### src/rtl/bram_stream_reader.sv
// Streams len words out of a 2-cycle-latency BRAM into a valid/ready port; first word 4 cycles after start.
// Reads are credit-limited by FIFO space plus in-flight tags, so out_ready=0 stalls issue, never the return path.
module bram_stream_reader #(
    parameter int ADDR_W     = 10,
    parameter int DATA_W     = 32,
    parameter int FIFO_DEPTH = 4
) (
    input  logic              clk,
    input  logic              rst_n,
    input  logic              start,
    input  logic [ADDR_W-1:0] base_addr,
    input  logic [ADDR_W-2:0] len,
    output logic              busy,
    output logic              done,
    output logic              read_en,
    output logic [ADDR_W-1:0] read_addr,
    input  logic [DATA_W-1:0] read_val,
    output logic              out_valid,
    input  logic              out_ready,
    output logic [DATA_W-1:0] out_data,
    output logic              out_last
);

    localparam int LEN_W = ADDR_W - 1;
    localparam int PTR_W = $clog2(FIFO_DEPTH);
    localparam int CNT_W = PTR_W + 1;

    localparam logic [1:0] ST_IDLE  = 2'd0;
    localparam logic [1:0] ST_RUN   = 2'd1;
    localparam logic [1:0] ST_DRAIN = 2'd2;

    logic [1:0]        state;
    logic [ADDR_W-1:0] addr;
    logic [LEN_W-1:0]  remaining;
    logic              done_zero;
    logic              s1_vld, s1_last, s2_vld, s2_last;

    logic [DATA_W-1:0] fifo_dat  [FIFO_DEPTH];
    logic              fifo_last [FIFO_DEPTH];
    logic [PTR_W-1:0]  wr_ptr, rd_ptr;
    logic [CNT_W-1:0]  fifo_count;
    logic [CNT_W-1:0]  credit_used;

    logic issue, push, pop, drain_done, final_issue;

    // Credit ignores same-cycle pops; the s2 tag is already counted and moves into the FIFO this cycle.
    assign credit_used = fifo_count + CNT_W'(s1_vld) + CNT_W'(s2_vld);
    assign issue       = (state == ST_RUN) && (remaining != '0) &&
                         (credit_used < CNT_W'(FIFO_DEPTH));
    assign final_issue = issue && (remaining == LEN_W'(1));
    assign push        = s2_vld;
    assign pop         = out_valid && out_ready;
    assign drain_done  = (state == ST_DRAIN) && !s1_vld && !s2_vld && pop && out_last;

    assign busy      = (state != ST_IDLE);
    assign done      = done_zero || drain_done;
    assign read_en   = issue;
    assign read_addr = addr;
    assign out_valid = (fifo_count != '0);
    assign out_data  = fifo_dat[rd_ptr];
    assign out_last  = out_valid && fifo_last[rd_ptr];

    always_ff @(posedge clk or negedge rst_n) begin
        if (!rst_n) begin
            state     <= ST_IDLE;
            addr      <= '0;
            remaining <= '0;
            done_zero <= 1'b0;
            s1_vld    <= 1'b0;
            s1_last   <= 1'b0;
            s2_vld    <= 1'b0;
            s2_last   <= 1'b0;
        end else begin
            done_zero <= 1'b0;
            s1_vld    <= issue;
            s1_last   <= final_issue;
            s2_vld    <= s1_vld;
            s2_last   <= s1_last;
            case (state)
                ST_IDLE: begin
                    if (start) begin
                        if (len != '0) begin
                            addr      <= base_addr & ~ADDR_W'(3);
                            remaining <= len;
                            state     <= ST_RUN;
                        end else begin
                            done_zero <= 1'b1;
                        end
                    end
                end
                ST_RUN: begin
                    if (issue) begin
                        addr      <= addr + ADDR_W'(4);
                        remaining <= remaining - LEN_W'(1);
                        if (final_issue) state <= ST_DRAIN;
                    end
                end
                ST_DRAIN: begin
                    if (drain_done) state <= ST_IDLE;
                end
                default: state <= ST_IDLE;
            endcase
        end
    end

    always_ff @(posedge clk or negedge rst_n) begin
        if (!rst_n) begin
            wr_ptr     <= '0;
            rd_ptr     <= '0;
            fifo_count <= '0;
        end else begin
            if (push) wr_ptr <= wr_ptr + PTR_W'(1);
            if (pop)  rd_ptr <= rd_ptr + PTR_W'(1);
            case ({push, pop})
                2'b10:   fifo_count <= fifo_count + CNT_W'(1);
                2'b01:   fifo_count <= fifo_count - CNT_W'(1);
                default: fifo_count <= fifo_count;
            endcase
        end
    end

    always_ff @(posedge clk) begin
        if (push) begin
            fifo_dat[wr_ptr]  <= read_val;
            fifo_last[wr_ptr] <= s2_last;
        end
    end

endmodule

### config.mk
export PLATFORM = sky130hd
export DESIGN_NAME = bram_stream_reader
export DESIGN_NICKNAME = d
export VERILOG_FILES = /design/src/rtl/bram_stream_reader.sv
export SDC_FILE = /design/constraint.sdc
export NUM_CORES = 1
export LEC_CHECK = 0
export ABC_CLOCK_PERIOD_IN_PS = 4000
export BUFFER_PORTS_ARGS = -buffer_cell sky130_fd_sc_hd__buf_2
export CAP_MARGIN = 30
export CORE_ASPECT_RATIO = 0.6
export CORE_MARGIN = 2
export CORE_UTILIZATION = 55
export CTS_CLUSTER_DIAMETER = 80
export CTS_CLUSTER_SIZE = 40
export DETAILED_ROUTE_END_ITERATION = 10
export PLACE_DENSITY = 0.77
export SYNTH_ARGS = -nofsm -noshare
export SYNTH_HDL_FRONTEND = slang
export SYNTH_SLANG_ARGS = --single-unit
### constraint.sdc
create_clock -name clk -period 4 [get_ports clk]
set_input_delay 0.2 -clock clk [delete_from_list [all_inputs] [get_ports clk]]
set_output_delay 0.2 -clock clk [all_outputs]
set_load 0.1 [all_outputs]
Word-level counts from Yosys, hierarchy flattened:

Memory sizes are Yosys's and may differ from the RTL's.
Cells that the tools add are included.

* flip-flop bits (word level): 33
* RAM bits: 132
* output and inout port bits: 47
* memories: 2

* add/sub/neg operators: 8
* magnitude comparators: 1
* eq/ne operators: 10
* mux-type cells: 20
* reductions and logical operators: 21

Memories
* fifo_dat: depth 4, width 32, read ports 1, clocked after Yosys merged registers in 0, wr ports 1, RTL line 38 `logic [DATA_W-1:0] fifo_dat [FIFO_DEPTH];`
* fifo_last: depth 4, width 1, read ports 1, clocked after Yosys merged registers in 0, wr ports 1, RTL line 39 `logic fifo_last [FIFO_DEPTH];`

Operator list (count)
* 10-bit two-way mux: 3
* 9-bit two-way mux: 3
* 10-bit one-hot mux with 2 select lines: 1
* 9-bit one-hot mux with 2 select lines: 1
* 9-bit nonzero test: 2
* 10-bit by 3-bit adder with 10-bit output, second input constant: 1
* 2-bit two-way mux: 5
* 2-bit inequality test, second input constant: 5
* 9-bit by 1-bit == test with 1-bit output, second input constant: 1
* 1-bit logical AND: 9
* 9-bit by 1-bit subtractor with 9-bit output, second input constant: 1
* 3-bit by 1-bit adder with 3-bit output: 2
* 2-bit one-hot mux with 3 select lines: 1
* 3-bit one-hot mux with 2 select lines: 1
* 2-bit nonzero test: 3
* 1-bit two-way mux: 5
* 5-bit AND reduction: 1
* 2-bit by 1-bit adder with 2-bit output, second input constant: 2
* 2-bit by 1-bit == test with 1-bit output, second input constant: 2
* 2-bit == test, second input constant: 2
* 4-bit AND reduction: 1
* 3-bit by 1-bit adder with 3-bit output, second input constant: 1
* 3-bit < comparator, second input constant: 1
* 3-bit nonzero test: 1
* other kinds (4): 5

Logic depth before layout (Yosys ltp):

Gate-level depths: netlist of the first run.

* word-level depth: 8
* depth in mapped cells: 9
* depth with buffers taken out: 8

Worst setup path before layout of the first run:

Ideal clock, no wire load.

* kind: register to output
* start: reg fifo_count[2]
* end: out done
* arrival: 3085 ps
* slack: 715 ps
* stages on the path, launching flop included: 6
* cell sequence: dfrtp_1 -> or3_1 -> and2_1 -> clkbuf_1 -> nand3_1 -> o21bai_1

* word-level cells in the longest chain between the ends: 5
* elaborated cells on any way between the ends: 6

RTL lines
* from (decl): RTL line 41 `logic [CNT_W-1:0] fifo_count;`
* from (signal assigned): RTL line 115 `2'b10: fifo_count <= fifo_count + CNT_W'(1);`
* from (signal assigned): RTL line 116 `2'b01: fifo_count <= fifo_count - CNT_W'(1);`
* from (signal assigned): RTL line 117 `default: fifo_count <= fifo_count;`
* 3-bit nonzero test *: RTL line 59 `assign out_valid = (fifo_count != '0);`
* net out_valid: RTL line 18 `output logic out_valid,`
* 1-bit logical AND: RTL line 52 `assign pop = out_valid && out_ready;`
* 1-bit logical AND: RTL line 53 `assign drain_done = (state == ST_DRAIN) && !s1_vld && !s2_vld && pop && out_last;`
* 1-bit logical AND *: RTL line 53
* 1-bit logical OR *: RTL line 56 `assign done = done_zero || drain_done;`
* to (decl): RTL line 14 `output logic done,`

The timed path passes the listed nets; every way through them passes the cells marked *.

Worst setup path after layout of the first run:

* start: reg state[0]
* end: out read_en

* word-level cells in the longest chain between the ends: 3

RTL lines
* from (decl): RTL line 32 `logic [1:0] state;`
* from (signal assigned): RTL line 65 `state <= ST_IDLE;`
* from (signal assigned): RTL line 85 `state <= ST_RUN;`
* from (signal assigned): RTL line 95 `if (final_issue) state <= ST_DRAIN;`
* 2-bit by 1-bit == test with 1-bit output: RTL line 48 `assign issue = (state == ST_RUN) && (remaining != '0) &&`
* 1-bit logical AND (2 in a row): RTL line 48
* to (decl): RTL line 15 `output logic read_en,`

No other way between the ends.

==> reports/qor.yml, run 1 <==
status: "finished clean"
slew_headroom_pct: 37.85
ys_ff_latch: 163
fin_skew_ns: 0.01286
synth_edf_count: 132
synth_top_cell_by_area: "edfxtp_1"
clock_sinks: 163
syn_inst: 383
post_cts_buffers: 0
crit_type: "reg -> out"
die_w_um: 146.9
timing.fmax_mhz: 370.0
fin_ws_ns: 1.297
grt_max_degree: 35
r2r-start: "state[0]$_DFFE_PN0P_"
area_growth_pct: 20.76
holdCritStartpoint: "read_val[4]"
first_iter_violations: 306
highest_layer: "met4"
synth_flop_cell: "edfxtp_1"
place_ws_ns: 1.709
synth.avg_cell_area_sq_um: 17.59
grt-ovfl-total: 0
avgViaCountPerCell: 5.732
path_clk_slew_ns: 0.06
start_util_pct: 56.22
wl_met3_um: 800
hold_viol: 0
drive_above_1_share_pct: 35.71
period_share_pct: 67.57
die_h_um: 89.74
grt_pass1_vias: 4077
start_kind: "register"
cts_tree: "yes"
min_to: "fifo_dat[1][4]$_DFFE_PP_"
worstPathRequired_ns: 3.80
yosysSeqAreaShare_pct: 70.34
htreeDepth: 4
setup.worst_path.end_class: "primary output"
grt_usage_pct: 21.37
synth_top_area_share_pct: 58.83
whs_path_depth: 1
worst_hold_slack_ns: 0.01471
tns_ns: 0
drc_errors: 0
ioPinCount: 102
clk_latency_ns: 0.41
setup_violations: 0
hold_class: "in -> reg"
cts_hold_buffers: 24
synth_area_sq_um: 6738
drt-met1-wl_um: 5955
postCtsResizedCells: 0
drtPass1Iterations: 5
synth.distinct_cells: 56
r2r_setup_slack_ns: 1.68
min_period_ns: 2.703
worstReg2RegEnd: "read_addr[2]$_DFFE_PN0P_"
slew_violations: 0
post-synth-top-count-cell: "edfxtp_1"
r2r.worst_path.cells: 4
diodes: 0
worstMarginPinSlew_ns: 0.9322
core-area_sq_um: 11990
antenna_found_initial: 0
die_area_sq_um: 13180
io_buffers: 97
fp-row-count: 31
route.final.wire_length_um: 13080
fin_nets: 573
cts_buffer_depth: 2
route.vias.total: 3915
clockRootBuffer: "clkbuf_16"
cp.arrival_ns: 2.50
place.gp.congestion: 0.8570
critPathMaxFanout: 27
yosys-top-cells-count: "edfxtp_1 (132), mux4_2 (33), dfrtp_1 (31)"
synth_top_cells_by_area: "edfxtp_1 (59%), dfrtp_1 (12%), mux4_2 (11%)"
rsz0062_at_grt: "no"
synthArstFlopShare_pct: 19.02
hpwl_um: 8093
final_cells: 683
routed-wl-met2_um: 6205
yosysWarnings: 0
placed_cells: 629
cts_buffers: 17
drv_cap: 0
grt_first_pass_wirelength_um: 21350
avgRoutedWirePerCell_um: 19.15
ant_nets: 0
per-layer routing:
layer  vias to the layer above  global-route usage [%]
li1                       1759                       -
met1                      1991                   30.88
met2                       152                   32.63
met3                        13                   5.431
met4                         0                   6.651
met5                         -                       0
flip-flops by register name, summed over array words and instances, names as in the netlist, 2 cells and up:
register,count
remaining,9
fifo_dat,128
rd_ptr,2
read_addr,8
fifo_last,4
fifo_count,3
wr_ptr,2
state,2
logic make-up after synthesis:
kind of cell | count (synthesis) | synth area share [%]
flops | 163 | 70.34
simple gates | 76 | 6.927
compound gates | 61 | 6.240
mux | 34 | 11.18
buf+inv | 31 | 2.321
fa+ha+maj | 11 | 2.154
xor+xnor | 6 | 0.7799
other cells | 1 | 0.05566
worst max-delay path: stages (launching register included):
cell	delay, ns
dfrtp_1	0.93
nor2b_1	0.22
buf_4	0.24
and3_1	0.26
buf_2	0.45
per-stage QoR:
stage	utilization, %	cell area, sq um
after floorplan	-	6741
after global placement	61.31	7348
after detailed placement	61.31	7348
after CTS	67.89	8137
after global routing	67.89	8137
final	67.89	8137
layout make-up:
class	count	area, sq um
repair buffers	124	748.2
multi-input cells	190	1851
flip-flops and latches	163	4742
clock inverters	10	111.4
clock buffers	20	436.7
well taps	165	206.4
inverters	11	41.29
fillers	794	3849
how the worst max path moves through the flow:
stage | to | slack [ns] | startpoint | cells after the start
6_report | read_en | 1.30 | state[0]$_DFFE_PN0P_ | 4
5_1_grt | out_data[6] | 1.14 | rd_ptr[0]$_DFFE_PN0N_ | 3
4_1_cts | out_data[29] | 1.27 | rd_ptr[0]$_DFFE_PN0N_ | 3
3_5_place_dp | out_data[29] | 1.71 | rd_ptr[0]$_DFFE_PN0N_ | 3
3_3_place_gp | out_data[6] | 1.71 | rd_ptr[0]$_DFFE_PN0N_ | 3
2_1_floorplan | done | 0.71 | fifo_count[2]$_DFFE_PN0P_ | 5
cells in the final DEF (no fill, tap or decap), drive strengths merged, types with 3 or more instances in the layout:
cell	count
edfxtp	132
buf	100
mux4	33
dfrtp	31
dlygate4sd3	24
nand2	22
clkbuf	20
o21ai	18
a31oi	14
inv	12
a21oi	10
ha	10
nand3	9
nor2	7
nand2b	6
o31ai	6
and2	6
o22ai	5
nor4	5
clkinv	5
nor3	4
xor2	4
nor2b	4
or3	3
Power of run 1 is not shown: default switching activity piles up to over one toggle a cycle in this logic, so the estimate is an artifact.
==> run 2, diff against run 1 <==
- ABC_AREA: unset -> 1
- ABC_CLOCK_PERIOD_IN_PS: 4000 -> 2500
- clock period: 4 -> 2.5 ns (I/O delays scaled with it)
==> run 2 against run 1 <==
Effect of this change: first-iteration DRC count rose by 50%; sequential share of layout area is 6.6 points lower; synthesized area rose by 2.2%; critical path depth increased by 6; via count is 29% higher; clock skew down 0.00059 ns; setup slack lost 1.1 ns; synthesized cell count up 60%; critical endpoint unchanged; clock-buffer cell count down 2; non-clock buffer count grew 21.
==> reports/qor.yml, run 2 <==
grt_max_degree: 45
final_cell_mix: "edfxtp_1 (132), nand2_1 (98), nor2_1 (87)"
timing.fmax_mhz: 432.0
place.gp.congestion: 0.8950
drive_above_1_share_pct: 25.26
syn_inst: 611
rsz0062_at_grt: "no"
regMostFlops: "fifo_dat"
synth_area_sq_um: 6884
avgRoutedWirePerCell_um: 17.39
postCtsResizedCells: 0
period_share_pct: 92.60
yosysWarnings: 0
fp-row-count: 31
ys_ff_latch: 163
cts_buffers: 17
drc_errors: 0
cts_tree: "yes"
setup.worst_path.end_class: "primary output"
fin_nets: 813
yosys-top-cells-count: "edfxtp_1 (132), nand2_1 (98), nor2_1 (87)"
cts_buffer_depth: 2
worstMarginPinSlew_ns: 0.7623
grt-ovfl-total: 0
synthArstFlopShare_pct: 19.02
ant_nets: 0
setup_violations: 0
clockRootBuffer: "clkbuf_16"
area_growth_pct: 33.32
die_area_sq_um: 13460
first_iter_violations: 460
path_clk_slew_ns: 0.07
synth_top_cell_by_area: "edfxtp_1"
grt_first_pass_wirelength_um: 26310
route.final.wire_length_um: 16080
critPathMaxFanout: 10
status: "finished clean"
post-synth-top-count-cell: "edfxtp_1"
hpwl_um: 9778
final_common_cell: "edfxtp_1"
worstPathRequired_ns: 2.38
die_h_um: 90.66
core-area_sq_um: 12140
synth.avg_cell_area_sq_um: 11.27
route.vias.total: 5058
drv_cap: 0
synth_edf_count: 132
slew_violations: 0
drtPass1Iterations: 5
yosysSeqAreaShare_pct: 68.85
grt_pass1_vias: 5312
avgViaCountPerCell: 5.468
fillCellCount: 751
fin_skew_ns: 0.01228
crit_type: "reg -> out"
clk_latency_ns: 0.42
hold_class: "in -> reg"
ioPinCount: 102
grt_usage_pct: 25.37
start_util_pct: 56.70
antenna_found_initial: 0
synth_flop_cell: "edfxtp_1"
largest_reg_flops: 128
io_buffers: 97
slew_headroom_pct: 49.18
cp.arrival_ns: 2.19
diodes: 0
synth_top_cells_by_area: "edfxtp_1 (58%), dfrtp_1 (11%), o21ai_0 (5.5%)"
tns_ns: 0
start_kind: "register"
htreeDepth: 4
clock_sinks: 163
die_w_um: 148.4
synth.distinct_cells: 35
hold_viol: 0
min_period_ns: 2.315
synth_top_area_share_pct: 57.58
==> run 2: changes by cell type after synthesis, moves of 10 or more <==
cell      before  now
o21ai_0       10   76
nand2_1       21   98
a31oi_1       12    2
o22ai_1        5   32
clkbuf_1       9   20
inv_1         11   37
nor2_1         5   87
nand3_1        8   36
mux4_2        33    0
==> run 2: logic make-up after synthesis <==
group | count (synthesis) | synth area share, %
simple gates | 236 | 14.25
flops | 163 | 68.85
compound gates | 122 | 9.687
buf+inv | 72 | 4.289
fa+ha+maj | 11 | 2.108
xor+xnor | 6 | 0.7634
other cells | 1 | 0.05447
==> run 2: cell type report <==
class / instances / area, sq um / share of cell area, %
Clock buffer: 18 / 429.2 / 4.676
Clock inverter: 14 / 143.9 / 1.568
Inverter: 43 / 163.9 / 1.786
Multi-Input combinational cell: 377 / 2057 / 22.41
Sequential cell: 163 / 4741 / 51.66
Tap cell: 165 / 206.4 / 2.249
Timing Repair Buffer: 145 / 1436 / 15.65
==> run 2: routing by layer <==
| metal | vias to the layer above | wire (um) | global-route usage, % |
|---|---|---|---|
| met1 | 2428 | 6950 | 33.44 |
| met4 | 0 | 163 | 9.127 |
| li1 | 2400 | - | - |
| met3 | 17 | 988 | 4.798 |
| met5 | - | 0 | 0 |
| met2 | 213 | 7983 | 42.59 |
==> run 2: final timing paths <==
path                                   startpoint                       end  slack, ns  cells past startpoint
max in group asynchronous                   rst_n     rd_ptr[0]$_DFFE_PN0N_       1.65                      2
worst max-delay path               push$_DFF_PN0_                   read_en       0.19                     10
worst min register to register  s1_last$_DFF_PN0_         s2_last$_DFF_PN0_       0.36                      0
worst min-delay path                 base_addr[4]  read_addr[4]$_DFFE_PN0P_       0.04                      5
min in group asynchronous                   rst_n  read_addr[4]$_DFFE_PN0P_       0.31                      2
worst max register to register     push$_DFF_PN0_  read_addr[9]$_DFFE_PN0P_       0.44                     12
==> run 2: repair_timing <==
| action | 4_1_cts | 5_1_grt |
|---|---|---|
| endpoints found under the hold margin | 160 | 0 |
| hold buffers | 34 | 0 |
| endpoints found under the setup margin | 0 | 0 |
| buffers inserted | 0 | 0 |
==> run 2: per-stage QoR <==
stage	std cells	worst slack, ns	utilization (%)	hold WS, ns	instance area [sq um]
after floorplan	612	0.05433	-	-0.1706	7092
after global placement	859	0.5706	68.07	0.2203	8264
after detailed placement	859	0.4877	68.07	0.2196	8264
after CTS	925	0.1675	75.60	0.03169	9178
after global routing	925	0.02771	75.60	0.06011	9178
final	925	0.1850	75.60	0.04421	9178
==> run 2: critical path, cell delays in order, from the launching register on <==
cell	delay [ns]
dfrtp_1	0.50
ha_1	0.33
nand2_1	0.04
nand2_1	0.08
nand2_1	0.05
nand2_1	0.05
nand2_1	0.07
inv_1	0.07
nand2_1	0.05
inv_1	0.08
buf_2	0.43
Power of run 2 is left out for the same reason.
